<file path="src/rtl/quad_steer_multi.sv">
// Multi-channel left/right to quadrature (Gray) steering encoder with 2-flop input
// synchronisers and hold-time acceleration. Define QUAD_STEER_POS_EN to add per-channel position outputs.
module quad_steer_multi #(
  parameter int CHANNELS   = 2,
  parameter int DIV_W      = 16,
  parameter int ACCEL_HOLD = 8,
  parameter int ACCEL_MAX  = 2
) (
  input  logic                  CLK,
  input  logic                  Reset_n,
  input  logic [DIV_W-1:0]      clkdiv,
  input  logic [CHANNELS-1:0]   left,
  input  logic [CHANNELS-1:0]   right,
`ifdef QUAD_STEER_POS_EN
  output logic [2*CHANNELS-1:0] steer,
  output logic [8*CHANNELS-1:0] pos
`else
  output logic [2*CHANNELS-1:0] steer
`endif
);

  localparam int HOLD_W = (ACCEL_HOLD > 1) ? $clog2(ACCEL_HOLD) : 1;
  localparam int LVL_W  = (ACCEL_MAX > 0) ? $clog2(ACCEL_MAX + 1) : 1;
  localparam logic [HOLD_W-1:0] HOLD_LAST = HOLD_W'(ACCEL_HOLD - 1);
  localparam logic [LVL_W-1:0]  LVL_TOP   = LVL_W'(ACCEL_MAX);

  typedef enum logic [1:0] {DIR_IDLE = 2'd0, DIR_CW = 2'd1, DIR_CCW = 2'd2} dir_t;

  // Gray code is walked by converting to a binary index, stepping, and converting back.
  function automatic logic [1:0] gray_step(input logic [1:0] g, input logic cw);
    logic [1:0] idx;
    idx = {g[1], g[1] ^ g[0]};
    idx = cw ? idx + 2'd1 : idx - 2'd1;
    return {idx[1], idx[1] ^ idx[0]};
  endfunction

  generate
    for (genvar gi = 0; gi < CHANNELS; gi++) begin : g_ch
      logic [1:0]        l_sync, r_sync;
      dir_t              dir, dir_reg;
      logic [DIV_W-1:0]  cnt_reg, cnt_next, cur_cnt, shifted, eff_m1;
      logic [HOLD_W-1:0] hold_reg, hold_next, cur_hold;
      logic [LVL_W-1:0]  level_reg, level_next, cur_level;
      logic [1:0]        phase_reg;
      logic              step;

      always_ff @(posedge CLK or negedge Reset_n) begin
        if (!Reset_n) begin
          l_sync    <= '0;
          r_sync    <= '0;
          dir_reg   <= DIR_IDLE;
          cnt_reg   <= '0;
          hold_reg  <= '0;
          level_reg <= '0;
          phase_reg <= '0;
        end else begin
          l_sync    <= {l_sync[0], left[gi]};
          r_sync    <= {r_sync[0], right[gi]};
          dir_reg   <= dir;
          cnt_reg   <= cnt_next;
          hold_reg  <= hold_next;
          level_reg <= level_next;
          if (step) phase_reg <= gray_step(phase_reg, dir == DIR_CW);
        end
      end

      // A direction that differs from last cycle's starts fresh, so a CW<->CCW flip
      // counts from zero at base rate exactly like a start from idle.
      always_comb begin
        dir = DIR_IDLE;
        if (r_sync[1] && !l_sync[1])      dir = DIR_CW;
        else if (l_sync[1] && !r_sync[1]) dir = DIR_CCW;
        cur_cnt   = (dir == dir_reg) ? cnt_reg   : '0;
        cur_hold  = (dir == dir_reg) ? hold_reg  : '0;
        cur_level = (dir == dir_reg) ? level_reg : '0;
        shifted   = clkdiv >> cur_level;
        eff_m1    = (shifted == '0) ? '0 : shifted - DIV_W'(1);
        cnt_next   = cur_cnt;
        hold_next  = cur_hold;
        level_next = cur_level;
        step       = 1'b0;
        if (dir == DIR_IDLE || clkdiv == '0) begin
          cnt_next   = '0;
          hold_next  = '0;
          level_next = '0;
        end else if (cur_cnt == eff_m1) begin
          step     = 1'b1;
          cnt_next = '0;
          if (cur_hold == HOLD_LAST && cur_level < LVL_TOP) begin
            level_next = cur_level + LVL_W'(1);
            hold_next  = '0;
          end else if (cur_hold != HOLD_LAST) begin
            hold_next = cur_hold + HOLD_W'(1);
          end
        end else if (cur_cnt > eff_m1) begin
          cnt_next = '0;
        end else begin
          cnt_next = cur_cnt + DIV_W'(1);
        end
      end

      assign steer[2*gi +: 2] = phase_reg;

`ifdef QUAD_STEER_POS_EN
      logic [7:0] pos_reg;
      always_ff @(posedge CLK or negedge Reset_n) begin
        if (!Reset_n)  pos_reg <= '0;
        else if (step) pos_reg <= (dir == DIR_CW) ? pos_reg + 8'd1 : pos_reg - 8'd1;
      end
      assign pos[8*gi +: 8] = pos_reg;
`endif
    end
  endgenerate

endmodule

</file>
<file path="config.mk">
export PLATFORM = sky130hd
export DESIGN_NAME = quad_steer_multi
export DESIGN_NICKNAME = d
export VERILOG_FILES = /design/src/rtl/quad_steer_multi.sv
export SDC_FILE = /design/constraint.sdc
export NUM_CORES = 1
export LEC_CHECK = 0
export CAP_MARGIN = 30
export CORE_MARGIN = 8
export CORE_UTILIZATION = 40
export CTS_CLUSTER_SIZE = 28
export DETAILED_ROUTE_END_ITERATION = 10
export SLEW_MARGIN = 5
export SYNTH_ARGS = -nofsm -noshare
export SYNTH_HDL_FRONTEND = slang
export SYNTH_SLANG_ARGS = --single-unit
</file>
<file path="constraint.sdc">
create_clock -name CLK -period 4.7 [get_ports CLK]
set_clock_uncertainty 0.15 [all_clocks]
set_input_delay 0.94 -clock CLK [delete_from_list [all_inputs] [get_ports CLK]]
set_output_delay 0.94 -clock CLK [all_outputs]
set_load 0.1 [all_outputs]
</file>
# [After elaboration in Yosys (flattened, before gate mapping)]
# Cells that the tools add are included.
[word_totals] ff_bits=58 in_bits=22 out_inout_bits=4 wordCells=101
[classes] add_sub_neg=12 magnitude_cmp=4 eq_ne=10 shift=2 mux=38 n_bitwise=4 n_reduce_logical=17
[ops] operator="$mux W16" n=10
[ops] operator="$logic_not A16 Y1" n=3
[ops] operator="$add A16 B1 Y16 const B" n=2
[ops] operator="$eq A16 B16 Y1" n=2
[ops] operator="$gt A16 B16 Y1" n=2
[ops] operator="$shr A16 B2 Y16" n=2
[ops] operator="$sub A16 B1 Y16 const B" n=2
[ops] operator="$mux W3" n=10
[ops] operator="$mux W2" n=14
[ops] operator="$add A2 B1 Y2 const B" n=4
[ops] operator="$add A3 B1 Y3 const B" n=2
[ops] operator="$eq A3 B3 Y1 const B" n=2
[ops] operator="$logic_and A1 B1 Y1" n=6
[ops] operator="$ne A3 B3 Y1 const B" n=2
[ops] operator="$eq A2 B1 Y1 const B" n=2
[ops] operator="$eq A2 B2 Y1" n=2
[ops] operator="$logic_not A1 Y1" n=4
[ops] operator="$logic_not A2 Y1" n=2
[ops] operator="$lt A2 B2 Y1 const B" n=2
[ops] operator="$mux W1" n=4
[ops] operator="$sub A2 B1 Y2 const B" n=2
[ops] operator="$xor A1 B1 Y1" n=4
[ops] operator="$logic_or A1 B1 Y1" n=2

# [Depth between registers and ports, before layout]
[depth] word_depth=13 mapped_depth=23 ltp_nobuf=19

# [Worst setup path after synthesis]
# No wires, ideal clock.
[synth_path] path_kind="reg2reg" startpoint="register g_ch[0].l_sync[1]" endpoint="register g_ch[0].cnt_reg[10]" setup_time_ns=0.072 t_arrival_ns=4.384 required_ns=4.478 path_slack_ns=0.094 path_stages_with_launch=21 n_path_buf=3 period_less_slack_ns=4.606 cell_sequence="dfrtp_1 inv_1 ha_1 xnor2_2 clkbuf_1 a31oi_1 o32ai_1 nand4_1 nor2_1 nand3_1 buf_2 nand2_1 ha_1 a21o_1 a21o_1 a21o_1 a21o_1 a211oi_1 o211ai_1 clkbuf_1 nor2_1"
[synth_via] elab_chain_len=12 word_cells_on_any_way=20 classes_between="add/sub: 2; order compare: 1; eq/ne: 2; shift: 1; mux: 8; reduce/logical: 6"
[synth_rtl] item="start: declaration" line_no="39" rtl="logic [1:0] l_sync, r_sync;"
[synth_rtl] item="start signal: assignment" line_no="57" rtl="l_sync <= {l_sync[0], left[gi]};"
[synth_rtl] item="$logic_not A1 Y1 (*)" line_no="71" rtl="if (r_sync[1] && !l_sync[1]) dir = DIR_CW;"
[synth_rtl] item="$logic_and A1 B1 Y1 (*)" line_no="71"
[synth_rtl] item="$mux W2 (*)" line_no="71"
[synth_rtl] item="named net g_ch[0].dir[0]" line_no="40" rtl="dir_t dir, dir_reg;"
[synth_rtl] item="$eq A2 B2 Y1" line_no="73, 75"
[synth_rtl] item="$mux W2" line_no="75" rtl="cur_level = (dir == dir_reg) ? level_reg : '0;"
[synth_rtl] item="$shr A16 B2 Y16" line_no="76" rtl="shifted = clkdiv >> cur_level;"
[synth_rtl] item="$sub A16 B1 Y16 / $logic_not A16 Y1 (equally long branches)" line_no="77" rtl="eff_m1 = (shifted == '0) ? '0 : shifted - DIV_W'(1);"
[synth_rtl] item="$mux W16" line_no="77"
[synth_rtl] item="$gt A16 B16 Y1" line_no="95" rtl="end else if (cur_cnt > eff_m1) begin"
[synth_rtl] item="$mux W16" line_no="95"
[synth_rtl] item="$mux W16" line_no="86" rtl="end else if (cur_cnt == eff_m1) begin"
[synth_rtl] item="$mux W16 (*)" line_no="82" rtl="if (dir == DIR_IDLE || clkdiv == '0) begin"
[synth_rtl] item="named net g_ch[0].cnt_next[10]" line_no="41" rtl="logic [DIV_W-1:0] cnt_reg, cnt_next, cur_cnt, shifted, eff_m1;"
[synth_rtl] item="end signal: assignment" line_no="60" rtl="cnt_reg <= cnt_next;"
[synth_rtl] item="end: declaration" line_no="41"
# The timed path passes the listed nets; every way through them passes the cells marked *.
# A chain may end at the register's enable or synchronous reset.

# [Worst setup path after layout]
[layout_path] startpoint="input port clkdiv[5]" endpoint="register g_ch[1].phase_reg[1]"
[layout_via] elab_chain_len=6 word_cells_on_any_way=9 classes_between="add/sub: 1; eq/ne: 1; shift: 1; mux: 3; reduce/logical: 3"
[layout_rtl] item="start: declaration" line_no="11" rtl="input logic [DIV_W-1:0] clkdiv,"
[layout_rtl] item="$shr A16 B2 Y16" line_no="76"
[layout_rtl] item="$sub A16 B1 Y16 / $logic_not A16 Y1 (equally long branches)" line_no="77"
[layout_rtl] item="$mux W16" line_no="77"
[layout_rtl] item="$eq A16 B16 Y1" line_no="86"
[layout_rtl] item="$mux W1" line_no="86"
[layout_rtl] item="$mux W1 (*)" line_no="82"
[layout_rtl] item="end signal: assignment" line_no="63" rtl="if (step) phase_reg <= gray_step(phase_reg, dir == DIR_CW);"
[layout_rtl] item="end: declaration" line_no="44" rtl="logic [1:0] phase_reg;"
# Mark *: on every way between the ends. The rest lies on a longest branch, timed or not.

==> out/summary.txt <==
Outcome: complete, no violations
Clock transition at path regs: 50 ps
Pre-CTS setup slack: -238 ps
Setup violators final: 0
TNS Setup: 0 ps
Vias in the first global route: 5126
Synthesized instance count: 631
Vias after detailed routing: 5220
Final Cell Area: 0.00696 sq mm
First-pass GRT wire length: 25100 um
Maximum number of pins on one net before global-route repair: 37
Syn_nets: 697
Endpoints failing hold: 0
CTS tree: built
CP Max Fanout: 6
I/O Pins: 26
Ant. Diodes: 0
Drt via density: 5.66
Longest Clk Path Bufs: 2
GPL Wtd Cong: 0.835
CTS Buf Count: 9
ANT nets after route: 0
Crit path time final: 4490 ps
Leading cell types in the layout, fill and taps excluded: 104 x buf_4, 70 x nand2_1, 58 x dfrtp_1
1st-iter DRT viols: 491
WL final: 15200 um
Critical path type: in -> reg
Die area: 0.0174 sq mm
Post-synth cell types: 63
Syn-to-layout area delta: 29.3%
WL/cell: 16.4 um
Syn. warnings: 0
DP Area: 0.00645 sq mm
Root buf cell: clkbuf_16
Post-synth EDFFs: 0
PortBufs: 25
Hold buffer count at CTS: 0
VDD IR-drop max: 0.174 mV
H-tree levels: 3
Residual DRC count: 0
Top cell type's share of synthesized area: 27.0%
Clk_lat worst skew: 330 ps
Grt total ovfl: 0
Worst Max-Slew Pin Slew: 990 ps
Hold crit path type: reg -> reg
Site Rows: 42
Initial core utilization: 40.8%
Primary FF master, synth: dfrtp_1
Highest Clock Rate: 223 MHz
Startpoint types: input pin
Synth area leaders: dfrtp_1 27%, ha_1 10%, xnor2_1 5.7%
Initial antenna violation count: 0
Drt pass-1 iters: 7
Die H: 132 um
Commonest non-fill, non-tap cell in the layout: buf_4
Post-synthesis sequential area ratio: 27.0%
Netlist Area Pre-Place: 0.00538 sq mm
Cell taking the most area after synthesis: dfrtp_1
Post-synth ARST share: 100%
CP endpoint kind: flop
Critical Path RT: 4760 ps
Proportion of layout cells with a drive suffix above 1: 23.0%
CP arrival: 4550 ps
Register bit total from synthesis: 58
Max Transition Viols Final: 0
Syn_area_per_cell: 8.53 sq um
Max transition margin: 33.8%
Core ar.: 0.0132 sq mm
P_leak: 3.25 nW
Max reg flops: 32
Die width: 132 um
Period utilisation layout: 95.6%
WHS Path Cells: 0
GRT Overall Usage: 17.3%
PwrDens: 206 mW/mm^2
Fin nets: 808
Final worst setup slack: 208 ps
Max_cap viols: 0
Clk sink count: 58
Detailed placement HPWL: 11500 um
Worst Reg2Reg Path Length in Cells: 19
Util after Layout: 52.7%
# fillers: 1195
-- synthesized netlist by cell type (6+ instances only) --
library cell and instances:
inv_1 32, nand2b_1 6, a21o_1 7, a211oi_1 6, o21ai_0 8, a21oi_1 14
a31oi_1 19, xnor2_1 35, ha_1 44, o32ai_1 8, nor3_1 21, nor4_1 13
and3_1 41, dfrtp_1 58, nor2_1 49, nand4_1 27, nand2_1 71, nor2b_1 9
xor2_1 21, nand3_1 29, clkbuf_1 25, mux4_2 13, o21a_1 6
-- routing by layer --
layer / GRT usage [%] / up-vias / part of all wire (%)
met5: 0 / - / 0
met1: 23.6 / 2495 / 48
met4: 5.42 / 0 / 1.7
met2: 26.7 / 160 / 45
met3: 3.70 / 27 / 5.4
li1: - / 2538 / -
-- critical path, cell delays in order --
cell,delay (ps)
clkdlybuf4s50_1,480
buf_4,190
mux4_2,500
nor4_4,300
buf_4,180
buf_4,140
nand4b_1,130
xnor2_1,210
nand2_1,90
ha_1,310
nand4_1,150
nor3_2,140
nand4_1,160
buf_4,190
or2_2,300
nand2_1,70
o21ai_0,70
-- layout make-up --
| cell class | count | area (sq um) | area share, % |
|---|---|---|---|
| tap | 176 | 220 | 3.17 |
| sequential | 58 | 1450 | 20.9 |
| clock buffer | 9 | 225 | 3.24 |
| multi-input combinational | 508 | 3800 | 54.6 |
| timing repair buffer | 132 | 1090 | 15.6 |
| inverter | 33 | 124 | 1.78 |
| clock inverter | 7 | 46.3 | 0.665 |
-- worst paths after layout --
kind / to / start / slack, ps
max in group asynchronous: g_ch[1].phase_reg[1]$_DFFE_PN0P_ / Reset_n / 3130
worst max register to register: g_ch[0].cnt_reg[3]$_DFF_PN0_ / g_ch[0].l_sync[1]$_DFF_PN0_ / 300
min in group asynchronous: g_ch[1].cnt_reg[11]$_DFF_PN0_ / Reset_n / 430
worst min register to register: g_ch[0].r_sync[1]$_DFF_PN0_ / g_ch[0].r_sync[0]$_DFF_PN0_ / 190
worst max-delay path: g_ch[1].phase_reg[1]$_DFFE_PN0P_ / clkdiv[5] / 210
worst min-delay path: g_ch[0].r_sync[1]$_DFF_PN0_ / g_ch[0].r_sync[0]$_DFF_PN0_ / 190
-- metrics by stage --
stage | total power [mW] | instances | hold WS (ps)
after floorplan | 0.686 | 631 | 181
after global placement | 0.820 | 895 | 181
after detailed placement | 0.829 | 895 | 185
after CTS | 1.43 | 914 | 196
after global routing | 1.50 | 923 | 199
final | 1.43 | 923 | 194
-- power by group --
group / switching [mW] / internal (mW)
clock: 0.237 / 0.353
sequential: 0.00663 / 0.509
combinational: 0.183 / 0.143
-- cells by family (layout without fill, tap and decap cells) --
family / Yosys count / count (layout) / share of synthesized area [%]
xor+xnor: 60 / 60 / 10.5
compound gates: 93 / 93 / 12.4
fa+ha+maj: 44 / 44 / 10.2
simple gates: 295 / 295 / 29.1
mux: 16 / 16 / 6.05
buf+inv: 65 / 181 / 4.79
flops: 58 / 58 / 27.0
-- repair_timing --
action / in CTS / in global routing
setup buffers: 3 / 9
resized for setup: 0 / 24
pin swaps: 0 / 9
setup endpoints to repair: 1 / 46
Power figures use the tool's default switching activity.
